`src/rtl/counter_pkg.sv`:
```
// Shared types and helpers for the up/down modulo counter family.
package counter_pkg;

  typedef enum logic {DIR_DOWN = 1'b0, DIR_UP  = 1'b1} count_dir_e;
  typedef enum logic {LIM_WRAP = 1'b0, LIM_SAT = 1'b1} limit_mode_e;

  function automatic int unsigned clamp_to_max(input int unsigned val,
                                               input int unsigned max_val);
    return (val > max_val) ? max_val : val;
  endfunction

endpackage

```
`src/rtl/counter_prescaler.sv`:
```
// Step-qualifier divider, present only when COUNTER_PRESCALE_EN is defined.
// It emits tick on the enabled cycle where the divider sits at PRESCALE-1.
`ifdef COUNTER_PRESCALE_EN
module counter_prescaler #(
  parameter int unsigned PRESCALE = 4
) (
  input  logic clk,
  input  logic rst,
  input  logic en,
  input  logic clr,
  output logic tick
);

  localparam int unsigned DW = $clog2(PRESCALE);
  localparam logic [DW-1:0] LAST = DW'(PRESCALE - 1);

  logic [DW-1:0] r_div;

  assign tick = en && (r_div == LAST);

  always_ff @(posedge clk or posedge rst) begin
    if (rst) begin
      r_div <= '0;
    end else if (clr) begin
      r_div <= '0;
    end else if (en) begin
      r_div <= tick ? '0 : r_div + DW'(1);
    end
  end

endmodule
`endif

```
`src/rtl/updown_mod_counter.sv`:
```
// Up/down modulo counter with load, wrap/saturate mode and registered wrap pulse.
// Define COUNTER_PRESCALE_EN to step only every PRESCALE enabled cycles.
module updown_mod_counter
  import counter_pkg::*;
#(
  parameter int unsigned WIDTH    = 8,
  parameter int unsigned MOD_MAX  = (2 ** WIDTH) - 1,
  parameter int unsigned PRESCALE = 4
) (
  input  logic             clk,
  input  logic             rst,
  input  logic             en,
  input  logic             up,
  input  logic             sat,
  input  logic             load,
  input  logic [WIDTH-1:0] load_val,
  output logic [WIDTH-1:0] count,
  output logic             wrap,
  output logic             at_limit
);

  localparam logic [WIDTH-1:0] MAX_C = WIDTH'(MOD_MAX);

  if (WIDTH < 2 || MOD_MAX < 1 || PRESCALE < 2) begin : g_param_err
    $error("updown_mod_counter: illegal parameter combination");
  end

  logic [WIDTH-1:0] r_count;
  logic             r_wrap;
  logic [WIDTH-1:0] w_next_count;
  logic             w_next_wrap;
  logic [WIDTH-1:0] w_load_clamped;
  logic             w_tick;
  logic             w_at_limit;
  count_dir_e       w_dir;
  limit_mode_e      w_mode;

  assign w_dir  = up  ? DIR_UP  : DIR_DOWN;
  assign w_mode = sat ? LIM_SAT : LIM_WRAP;

`ifdef COUNTER_PRESCALE_EN
  counter_prescaler #(
    .PRESCALE (PRESCALE)
  ) u_prescaler (
    .clk  (clk),
    .rst  (rst),
    .en   (en),
    .clr  (load),
    .tick (w_tick)
  );
`else
  assign w_tick = 1'b1;
`endif

  assign w_at_limit     = (w_dir == DIR_UP) ? (r_count == MAX_C) : (r_count == '0);
  assign w_load_clamped = WIDTH'(clamp_to_max(32'(load_val), MOD_MAX));

  // Explicit limit compare, so a full-range MOD_MAX behaves like binary wrap.
  always_comb begin
    w_next_count = r_count;
    w_next_wrap  = 1'b0;
    if (load) begin
      w_next_count = w_load_clamped;
    end else if (en && w_tick) begin
      if (w_at_limit) begin
        if (w_mode == LIM_WRAP) begin
          w_next_count = (w_dir == DIR_UP) ? '0 : MAX_C;
          w_next_wrap  = 1'b1;
        end
      end else if (w_dir == DIR_UP) begin
        w_next_count = r_count + WIDTH'(1);
      end else begin
        w_next_count = r_count - WIDTH'(1);
      end
    end
  end

  always_ff @(posedge clk or posedge rst) begin
    if (rst) begin
      r_count <= '0;
      r_wrap  <= 1'b0;
    end else begin
      r_count <= w_next_count;
      r_wrap  <= w_next_wrap;
    end
  end

  assign count    = r_count;
  assign wrap     = r_wrap;
  assign at_limit = w_at_limit;

endmodule
```
`config.mk`:
```
export PLATFORM = sky130hd
export DESIGN_NAME = updown_mod_counter
export DESIGN_NICKNAME = d
export VERILOG_FILES = /design/src/rtl/counter_pkg.sv /design/src/rtl/counter_prescaler.sv /design/src/rtl/updown_mod_counter.sv
export SDC_FILE = /design/constraint.sdc
export NUM_CORES = 1
export LEC_CHECK = 0
export BUFFER_PORTS_ARGS = -buffer_cell sky130_fd_sc_hd__buf_2
export CORE_MARGIN = 5
export CORE_UTILIZATION = 30
export DETAILED_ROUTE_END_ITERATION = 6
export SYNTH_ARGS = -nofsm -noshare
export SYNTH_HDL_FRONTEND = slang
export SYNTH_HIERARCHICAL = 1
export SYNTH_SLANG_ARGS = --single-unit
```
`constraint.sdc`:
```
create_clock -name clk -period 2.2 [get_ports clk]
set_input_delay 0.22 -clock clk [delete_from_list [all_inputs] [get_ports clk]]
set_output_delay 0.22 -clock clk [all_outputs]
set_load 0.01 [all_outputs]
```
==> results of run 1 <==
kinds of logic after synthesis:
family                   share of synthesized area
AO/OA/AOI/OAI                               0.2919
XOR/XNOR                                   0.05058
adder cells (fa/ha/maj)                     0.1098
buffers and inverters                      0.06502
flip-flops                                  0.2601
multiplexers                               0.02312
AND/OR/NAND/NOR                             0.1994
layout make-up:
type | count | area, µm²
repair buffers | 24 | 125.1
multi-input cells | 76 | 584.3
fillers | 299 | 1724
well taps | 31 | 38.79
inverters | 9 | 33.78
flip-flops and latches | 9 | 225.2
clock buffers | 4 | 26.28
repair_timing:
item,CTS,global route
setup buffers,0,0
hold buffers,1,0
hold endpoints to repair,9,0
metal layers:
metal,GRT usage,up-vias,part of all wire
met3,0.03730,6,0.038
met5,0,-,0
met4,0.03377,0,0.015
li1,-,422,-
met1,0.1404,428,0.45
met2,0.2081,22,0.50
critical path: stages, from the launching register on:
cell and delay [ns]:
dfrtp_1 0.47, fa_1 0.49, a211oi_1 0.24, o21ai_0 0.16
a21oi_1 0.21, mux2i_1 0.20, a211oi_1 0.09
final timing paths:
check                                       end  slack, ns  cells after the start
max in group asynchronous  count[6]$_DFFE_PP0P_       1.46                      3
hold reg to reg            count[5]$_DFFE_PP0P_       0.76                      2
hold / removal             count[0]$_DFFE_PP0P_       0.18                      2
setup reg to reg           count[6]$_DFFE_PP0P_       0.20                      6
setup / recovery           count[6]$_DFFE_PP0P_       0.20                      6
min in group asynchronous  count[3]$_DFFE_PP0P_       0.47                      3
state kept, by name, summed over array words and instances, names as in the netlist:
name,flops
count,8
wrap,1
through the flow:
stage / hold WS [ns] / power [mW] / cells
finish: 0.1795 / 0.7234 / 153
detailed placement: 0.2165 / 0.5947 / 148
global placement: 0.2097 / 0.5856 / 148
floorplan: 0.04792 / 0.4857 / 98
global route: 0.1628 / 0.7840 / 153
CTS: 0.1706 / 0.7303 / 153
cells in the final DEF, fill, tap and decap left out, types with 2 or more instances in the layout:
cell and count:
nand3_1 4, xor2_1 4, nand2b_1 3, a221oi_1 3
nor2b_1 4, a21oi_1 7, inv_1 9, a211oi_1 11
buf_2 23, mux2i_1 2, nand2_1 4, nor2_1 4
dfrtp_1 9, and3_1 2, nor3_1 2, o21ai_0 3
ha_1 6, clkbuf_4 3, a21o_1 2
power by group through the flow:
stage	Combinational [mW]	Sequential [mW]	Clock, mW
floorplan	0.237	0.249	0
global placement	0.336	0.249	0
detailed placement	0.345	0.250	0
CTS	0.347	0.247	0.136
global route	0.387	0.252	0.145
finish	0.347	0.248	0.129
==> results.tsv, run 1 <==
stage	metric	value	unit
status	outcome	completed	
global_route	total track usage	0.1197	
yosys	syn avg cell area	8.835	µm²
route	DRC violations left	0	
floorplanning	Die Y	63.72	µm
place	Final GP Congestion	0.8503	
min_path	type of the worst min-delay path	in2reg	
yosys	Synth Cell Area	865.8	µm²
pwr	switch share	0.4176	
place	port bufs	23	
floorplanning	Initial Utilization	0.3140	
sta	Final Skew	0.002329	ns
yosys	post-synthesis cell type count	34	
cells_and_area	fin util	0.3748	
cells_and_area	Final Instance Area	1033	µm²
critical_path	R2R Path Start	count[0]$_DFFE_PP0P_	
critical_path	CP Class	reg2reg	
route	Initial DRC Count	12	
clock_network	clk_lat worst skew	0.26	ns
clock_network	Root Buffer	clkbuf_4	
clock_network	TritonCTS clock tree	built	
pwr	Gate power share	0.479	
sta	final setup margin	0.1961	ns
yosys	area leader, netlist	dfrtp_1	
yosys	Top FF cell, synth	dfrtp_1	
pwr	Psw	302.1	µW
route	DR WL/cell	15.15	µm
critical_path	critical path data arrival time	2.12	ns
floorplanning	die area	4060	µm²
clock_network	htree depth	1	
sta	RSZ-0062 raised after global routing	no	
yosys	post-synth top area share	0.2601	
pwr	Max VDD drop	0.3969	mV
job	max_cap viols	0	
cells_and_area	ANT cells	0	
sta	Slew Limit Fails	0	
critical_path	critical path launch point	count[0]$_DFFE_PP0P_	
global_route	vias in the first global route	865	
clock_network	maximum root-to-sink buffer count	2	
place	dpl cell area	997.2	µm²
cells_and_area	Synth-to-Final Area Change	19.36	%
floorplanning	Core Box Area	2758	µm²
yosys	Synth Instances	98	
route	1st-pass router iterations	4	
sta	setup tns final	0	ns
sta	Tightest Pin Transition	0.4107	ns
global_route	first-pass GRT wire length	3939	µm
yosys	register area share after synthesis	0.2601	
route	via count	878	
sta	period utilization	0.9108	
sta	Slew HR	0.7257	
place	pre-CTS setup slack	0.1924	ns
sta	FMAX	499.0	MHz
pwr	leakage	0.4813	nW
global_route	total gr overflow	0	
yosys	most frequent cell after synthesis	a211oi_1	
yosys	number of synthesized flops with an enable pin	0	
floorplanning	IO Pins	24	
global_route	initial antenna violation count	0	
route	drt via density	5.739	
pwr	PwrDens	700.0	nW/µm²
pwr	P_int	421.4	µW
critical_path	CP required	2.32	ns
critical_path	Worst Setup Start Kind	flop	
route	Total Routed Length	2318	µm
yosys	Synthesized Nets	119	
yosys	Yosys reg bits	9	
min_path	Worst Min Path Start	load_val[0]	
yosys	Post-synth top cells	a211oi_1, dfrtp_1, inv_1	
yosys	synth warn	6	
cells_and_area	Final Net Count	144	
floorplanning	Rows	19	
yosys	ys async rst share	1.000	
yosys	ranking of synthesized cells by area	dfrtp_1, a211oi_1, ha_1	
route	number of routed nets with antenna violations	0	
global_route	largest net degree at the start of global routing	23	
floorplanning	Die Wd	63.72	µm
cells_and_area	share of layout cells above drive strength 1	0.2541	
pwr	Sequential Power Share	0.342	
clock_network	clock sinks	9	
sta	post-route minimum period	2.004	ns
place	dpl hpwl	1859	µm
clock_network	Num CTS Buffers	3	
clock_network	clk slew on worst S/H paths	0.06	ns
sta	final hold violations	0	
clock_network	post-CTS sizing	0	
sta	Final setup viols	0	
critical_path	worst-path maximum fanout	7	
critical_path	Crit. End Element	flop	
pwr	Clock power frac	0.178	
Power figures use the tool's default switching activity.
==> run 2, diff against run 1 <==
--- a/config.mk
+++ b/config.mk
@@ -6,9 +6,10 @@
 export NUM_CORES = 1
 export LEC_CHECK = 0
 export BUFFER_PORTS_ARGS = -buffer_cell sky130_fd_sc_hd__buf_2
-export CORE_MARGIN = 5
+export CORE_MARGIN = 3
 export CORE_UTILIZATION = 30
 export DETAILED_ROUTE_END_ITERATION = 6
+export PLACE_DENSITY = 0.49
 export SYNTH_ARGS = -nofsm -noshare
 export SYNTH_HDL_FRONTEND = slang
 export SYNTH_HIERARCHICAL = 1
==> results.tsv, run 2 (synthesized netlist as in run 1, its figures left out) <==
stage	metric	value	unit	change
cells_and_area	Sequential cell area	225.2	µm²	unchanged
place	pre-CTS setup slack	0.1811	ns	was 0.1924 ns
sta	Slew HR	0.7120		was 0.7257
critical_path	Worst Setup Start Kind	flop		unchanged
clock_network	maximum root-to-sink buffer count	2		unchanged
global_route	total gr overflow	0		unchanged
route	via count	822		was 878
clock_network	htree depth	1		unchanged
floorplanning	Die Y	59.72	µm	was 63.72 µm
place	port bufs	23		unchanged
clock_network	clock sinks	9		unchanged
cells_and_area	Synth-to-Final Area Change	20.09	%	was 19.36%
critical_path	CP Class	reg2out		was reg2reg
clock_network	clk slew on worst S/H paths	0.07	ns	was 0.06 ns
cells_and_area	most common cell after layout, fill and taps aside	buf_2		unchanged
status	outcome	completed		unchanged
global_route	total track usage	0.1329		was 0.1197
route	drt via density	5.373		was 5.739
cells_and_area	Final Net Count	145		was 144
sta	Final setup viols	0		unchanged
floorplanning	IO Pins	24		unchanged
route	Total Routed Length	2154	µm	was 2318 µm
global_route	largest net degree at the start of global routing	23		unchanged
clock_network	clk_lat worst skew	0.26	ns	about the same
sta	Final Skew	0.004449	ns	was 0.002329 ns
sta	final hold violations	0		unchanged
pwr	PwrDens	698.0	nW/µm²	was 700.0 nW/µm²
floorplanning	Die Wd	59.72	µm	was 63.72 µm
critical_path	worst-path cell chain	buf_4, nor4_2, and3_1, nor2_1, inv_1, buf_2		was fa_1, a211oi_1, o21ai_0, a21oi_1, mux2i_1, a211oi_1
route	number of routed nets with antenna violations	0		unchanged
cells_and_area	most frequent cells in the layout	buf_2, a211oi_1, inv_1, dfrtp_1, a21oi_1		unchanged
floorplanning	Core Box Area	2613	µm²	was 2758 µm²
cells_and_area	ANT cells	0		unchanged
sta	Tightest Pin Transition	0.4312	ns	was 0.4107 ns
clock_network	TritonCTS clock tree	built		unchanged
place	dpl hpwl	1754	µm	was 1859 µm
critical_path	Crit. End Element	output port		was flop
global_route	first-pass GRT wire length	3560	µm	was 3939 µm
critical_path	worst-path maximum fanout	5		was 7
cells_and_area	share of layout cells above drive strength 1	0.2602		was 0.2541
sta	setup tns final	0	ns	unchanged
place	dpl cells	148		unchanged
job	max_cap viols	0		unchanged
place	Final GP Congestion	0.8635		was 0.8503
critical_path	Critical-path top delay cell	dfrtp_1		was fa_1
floorplanning	Rows	18		was 19
pwr	leakage	0.4860	nW	was 0.4813 nW
global_route	initial antenna violation count	0		unchanged
clock_network	post-CTS setup buffer count	0		unchanged
pwr	Max VDD drop	0.3179	mV	was 0.3969 mV
min_path	type of the worst min-delay path	in2reg		unchanged
cells_and_area	Fillers	283		was 299
clock_network	Root Buffer	clkbuf_4		unchanged
route	Initial DRC Count	12		unchanged
sta	Slew Limit Fails	0		unchanged
route	DR WL/cell	14.08	µm	was 15.15 µm
route	1st-pass router iterations	4		unchanged
cells_and_area	number of flip-flops in the largest register	8		unchanged
critical_path	CP delay by family, top	simple AND/OR/NAND/NOR gates		was compound AO/OA/AOI/OAI gates
sta	FMAX	512.8	MHz	was 499.0 MHz
sta	RSZ-0062 raised after global routing	no		unchanged
floorplanning	Initial Utilization	0.3314		was 0.3140
floorplanning	die area	3566	µm²	was 4060 µm²
sta	post-route minimum period	1.950	ns	was 2.004 ns
sta	period utilization	0.8864		was 0.9108
pwr	Tot Pwr	725.8	µW	was 723.4 µW
global_route	vias in the first global route	805		was 865
critical_path	CP required	1.98	ns	was 2.32 ns
cells_and_area	area of the multi-input gates	584.3	µm²	unchanged
route	DRC violations left	0		unchanged
critical_path	CP Buf/Inv Count	3		was 0
critical_path	critical path data arrival time	1.73	ns	was 2.12 ns
sta	final setup margin	0.2499	ns	was 0.1961 ns
cells_and_area	non-filler cells, final	153		unchanged
critical_path	CP peak stage delay	0.43	ns	was 0.49 ns
clock_network	Num CTS Buffers	3		unchanged
==> run 2: cell count changes in the layout (fill, tap and decap cells not counted) <==
cell,change
buf_4,+1
==> run 2: worst register-to-register path, cell delays in order (launching register included) <==
cell and delay [ns]:
dfrtp_1 0.46, fa_1 0.48, a211oi_1 0.21, o21ai_0 0.12, a21oi_1 0.21, mux2i_1 0.21, a211oi_1 0.08
==> run 2: timing repair <==
action | in CTS | in global routing
gates resized for setup | 0 | 0
endpoints found under the setup margin | 0 | 0
endpoints found under the hold margin | 9 | 0
hold buffers | 1 | 0
==> run 2: final timing paths <==
path / startpoint / end / slack (ns) / cells after the start
max in group asynchronous: rst / count[6]$_DFFE_PP0P_ / 1.46 / 3
min reg2reg: count[2]$_DFFE_PP0P_ / count[2]$_DFFE_PP0P_ / 0.74 / 2
min: load_val[0] / count[0]$_DFFE_PP0P_ / 0.17 / 2
max reg2reg: count[0]$_DFFE_PP0P_ / count[6]$_DFFE_PP0P_ / 0.28 / 6
min in group asynchronous: rst / count[1]$_DFFE_PP0P_ / 0.47 / 3
max: count[1]$_DFFE_PP0P_ / at_limit / 0.25 / 6
==> run 2: cell type report <==
type,count,area share
Timing Repair Buffer,25,0.1276
Sequential cell,9,0.2166
Tap cell,30,0.03610
Inverter,9,0.03249
Clock buffer,4,0.02527
Multi-Input combinational cell,76,0.5620
==> run 2: metrics by stage <==
| step | hold slack, ns | util | area [µm²] |
|---|---|---|---|
| after global routing | 0.1755 | 0.3980 | 1040 |
| after global placement | 0.2111 | 0.3841 | 1003 |
| after CTS | 0.1657 | 0.3980 | 1040 |
| after floorplan | 0.04792 | - | 865.8 |
| after detailed placement | 0.2200 | 0.3841 | 1003 |
| final | 0.1705 | 0.3980 | 1040 |
==> run 2: layer usage <==
metal / global-route usage / vias to the layer above / part of all wire
met1: 0.1647 / 376 / 0.48
li1: - / 423 / -
met2: 0.2269 / 21 / 0.46
met5: 0 / - / 0
met3: 0.05184 / 2 / 0.049
met4: 0.009494 / 0 / 0.0019
==> run 2: power by group <==
part	switching, mW	leakage, nW	internal (mW)
clock	0.0622	0.0150	0.0701
combinational	0.190	0.366	0.160
sequential	0.0485	0.105	0.194
==> run 3, diff against run 2 <==
--- a/config.mk
+++ b/config.mk
@@ -9,7 +9,7 @@
 export CORE_MARGIN = 3
 export CORE_UTILIZATION = 30
 export DETAILED_ROUTE_END_ITERATION = 6
-export PLACE_DENSITY = 0.49
+export PLACE_DENSITY = 0.58
 export SYNTH_ARGS = -nofsm -noshare
 export SYNTH_HDL_FRONTEND = slang
 export SYNTH_HIERARCHICAL = 1
==> constraint.sdc (replaced) <==
create_clock -name clk -period 2.49 [get_ports clk]
set_input_delay 0.249 -clock clk [delete_from_list [all_inputs] [get_ports clk]]
set_output_delay 0.249 -clock clk [all_outputs]
set_load 0.01 [all_outputs]
==> results.tsv, run 3 (synthesized netlist as in run 1, its figures left out) <==
stage	metric	value	unit	change
sta	worst hold slack	0.2036	ns	was 0.1705 ns
floorplanning	Initial Utilization	0.3314		unchanged
route	via count	834		was 822
pwr	Max VDD drop	0.3658	mV	was 0.3179 mV
sta	final hold violations	0		unchanged
cells_and_area	share of layout cells above drive strength 1	0.2541		was 0.2602
route	DR WL/cell	14.53	µm	was 14.08 µm
clock_network	Root Buffer	clkbuf_4		unchanged
route	DRC violations left	0		unchanged
min_path	type of the worst min-delay path	in2reg		unchanged
sta	Slew Limit Fails	0		unchanged
global_route	most used routing layer	met2		unchanged
critical_path	CP dominant cell by count	a211oi_1		
critical_path	CP Class	reg2reg		was reg2out
route	Total Routed Length	2208	µm	was 2154 µm
place	dpl cells	147		was 148
status	outcome	completed		unchanged
clock_network	TritonCTS clock tree	built		unchanged
pwr	PwrDens	618.5	nW/µm²	was 698.0 nW/µm²
clock_network	post-CTS setup buffer count	0		unchanged
clock_network	post-CTS sizing	0		unchanged
clock_network	Num CTS Buffers	3		unchanged
global_route	total track usage	0.1389		was 0.1329
route	number of routed nets with antenna violations	0		unchanged
clock_network	htree depth	1		unchanged
critical_path	worst-path maximum fanout	7		was 5
clock_network	clock sinks	9		unchanged
place	Final GP Congestion	0.7980		was 0.8635
clock_network	clk_lat worst skew	0.26	ns	about the same
floorplanning	Rows	18		unchanged
clock_network	clk slew on worst S/H paths	0.07	ns	about the same
global_route	met2 GRT Util	0.2222		was 0.2269
floorplanning	IO Pins	24		unchanged
global_route	total gr overflow	0		unchanged
cells_and_area	most frequent cells in the layout	buf_2, a211oi_1, inv_1, dfrtp_1, a21oi_1		unchanged
sta	final setup margin	0.5207	ns	was 0.2499 ns
floorplanning	Die Y	59.72	µm	unchanged
sta	period utilization	0.7909		
cells_and_area	number of flip-flops in the largest register	8		unchanged
place	pre-CTS setup slack	0.4476	ns	was 0.1811 ns
critical_path	worst reg2reg endpoint	count[6]$_DFFE_PP0P_		unchanged
critical_path	CP peak stage delay	0.48	ns	was 0.43 ns
critical_path	Crit. End Element	flop		was output port
critical_path	Critical-path top delay cell	fa_1		was dfrtp_1
floorplanning	Core Box Area	2613	µm²	unchanged
cells_and_area	most common cell after layout, fill and taps aside	buf_2		unchanged
route	Initial DRC Count	25		was 12
critical_path	critical path data arrival time	2.09	ns	was 1.73 ns
route	1st-pass router iterations	4		unchanged
clock_network	maximum root-to-sink buffer count	2		unchanged
critical_path	FF-to-FF setup slack	0.52	ns	was 0.28 ns
floorplanning	die area	3566	µm²	unchanged
critical_path	R2R depth	6		unchanged
global_route	initial antenna violation count	0		unchanged
cells_and_area	Final Net Count	144		was 145
pwr	leakage	0.4813	nW	was 0.4860 nW
cells_and_area	ANT cells	0		unchanged
job	max_cap viols	0		unchanged
sta	RSZ-0062 raised after global routing	no		unchanged
global_route	largest net degree at the start of global routing	23		unchanged
cells_and_area	Synth-to-Final Area Change	19.22	%	was 20.09%
critical_path	R2R Path Start	count[0]$_DFFE_PP0P_		unchanged
critical_path	worst-path cell chain	fa_1, a211oi_1, o21ai_0, a21oi_1, mux2i_1, a211oi_1		was buf_4, nor4_2, and3_1, nor2_1, inv_1, buf_2
global_route	vias in the first global route	831		was 805
sta	Final Skew	0.006433	ns	was 0.004449 ns
global_route	met1 Use GR	0.1823		was 0.1647
sta	post-route minimum period	1.969	ns	
critical_path	Worst Setup EP	count[6]$_DFFE_PP0P_		was at_limit
cells_and_area	Final Instance Area	1032	µm²	was 1040 µm²
place	dpl cell area	996.0	µm²	was 1003 µm²
min_path	Worst Min Path Start	load_val[0]		unchanged
route	drt via density	5.487		was 5.373
place	port bufs	23		unchanged
critical_path	CP required	2.61	ns	was 1.98 ns
floorplanning	Die Wd	59.72	µm	unchanged
sta	Tightest Pin Transition	0.4410	ns	was 0.4312 ns
critical_path	Worst Setup Start Kind	flop		unchanged
cells_and_area	non-filler cells, final	152		was 153
critical_path	critical path launch point	count[0]$_DFFE_PP0P_		was count[1]$_DFFE_PP0P_
cells_and_area	Fillers	289		was 283
sta	Slew HR	0.7055		was 0.7120
global_route	met3 usage	0.04752		was 0.05184
place	dpl hpwl	1736	µm	was 1754 µm
sta	FMAX	507.8	MHz	
global_route	first-pass GRT wire length	3801	µm	was 3560 µm
sta	Final setup viols	0		unchanged
sta	setup tns final	0	ns	unchanged
## run 3: cell types whose count changed in the layout (fill, tap and decap cells not counted)
cell   change
buf_4      -1
## run 3: area by class of cell
class / instances / area, µm² / area share
tap: 30 / 37.54 / 0.03636
inverter: 9 / 33.78 / 0.03273
timing repair buffer: 24 / 125.1 / 0.1212
clock buffer: 4 / 26.28 / 0.02545
sequential: 9 / 225.2 / 0.2182
multi-input combinational: 76 / 584.3 / 0.5661
## run 3: worst max-delay path: cells and delay by family (launching register included)
family | cells | cell delay (ns)
adder cells (fa/ha/maj) | 1 | 0.48
flip-flops | 1 | 0.47
AO/OA/AOI/OAI | 4 | 0.66
multiplexers | 1 | 0.22
## run 3: power breakdown
part	internal (mW)	switching, mW	total, mW
clock	0.0619	0.0561	0.118
combinational	0.138	0.165	0.303
sequential	0.171	0.0460	0.218
## run 3: repair_timing
| action | CTS | global route |
|---|---|---|
| hold endpoints to repair | 9 | 0 |
| hold buffers | 1 | 0 |
| setup endpoints to repair | 0 | 0 |
## run 3: metal layers
layer	wire length, µm	part of all wire
met5	0	0
met4	0	0
met3	141	0.064
met2	1005	0.46
met1	1060	0.48
## run 3: worst min-delay path by stage
stage / to / slack (ns) / cells past startpoint
after floorplan: count[0]$_DFFE_PP0P_ / 0.08 / 1
after global placement: count[1]$_DFFE_PP0P_ / 0.24 / 2
after detailed placement: count[1]$_DFFE_PP0P_ / 0.25 / 2
after CTS: count[0]$_DFFE_PP0P_ / 0.19 / 2
after global routing: count[0]$_DFFE_PP0P_ / 0.20 / 2
final: count[0]$_DFFE_PP0P_ / 0.20 / 2
## run 3: per-stage QoR
| step | util | total power [mW] |
|---|---|---|
| 2_1_floorplan | - | 0.4292 |
| 3_3_place_gp | 0.3812 | 0.5177 |
| 3_5_place_dp | 0.3812 | 0.5239 |
| 4_1_cts | 0.3951 | 0.6464 |
| 5_1_grt | 0.3951 | 0.6963 |
| 6_report | 0.3951 | 0.6384 |
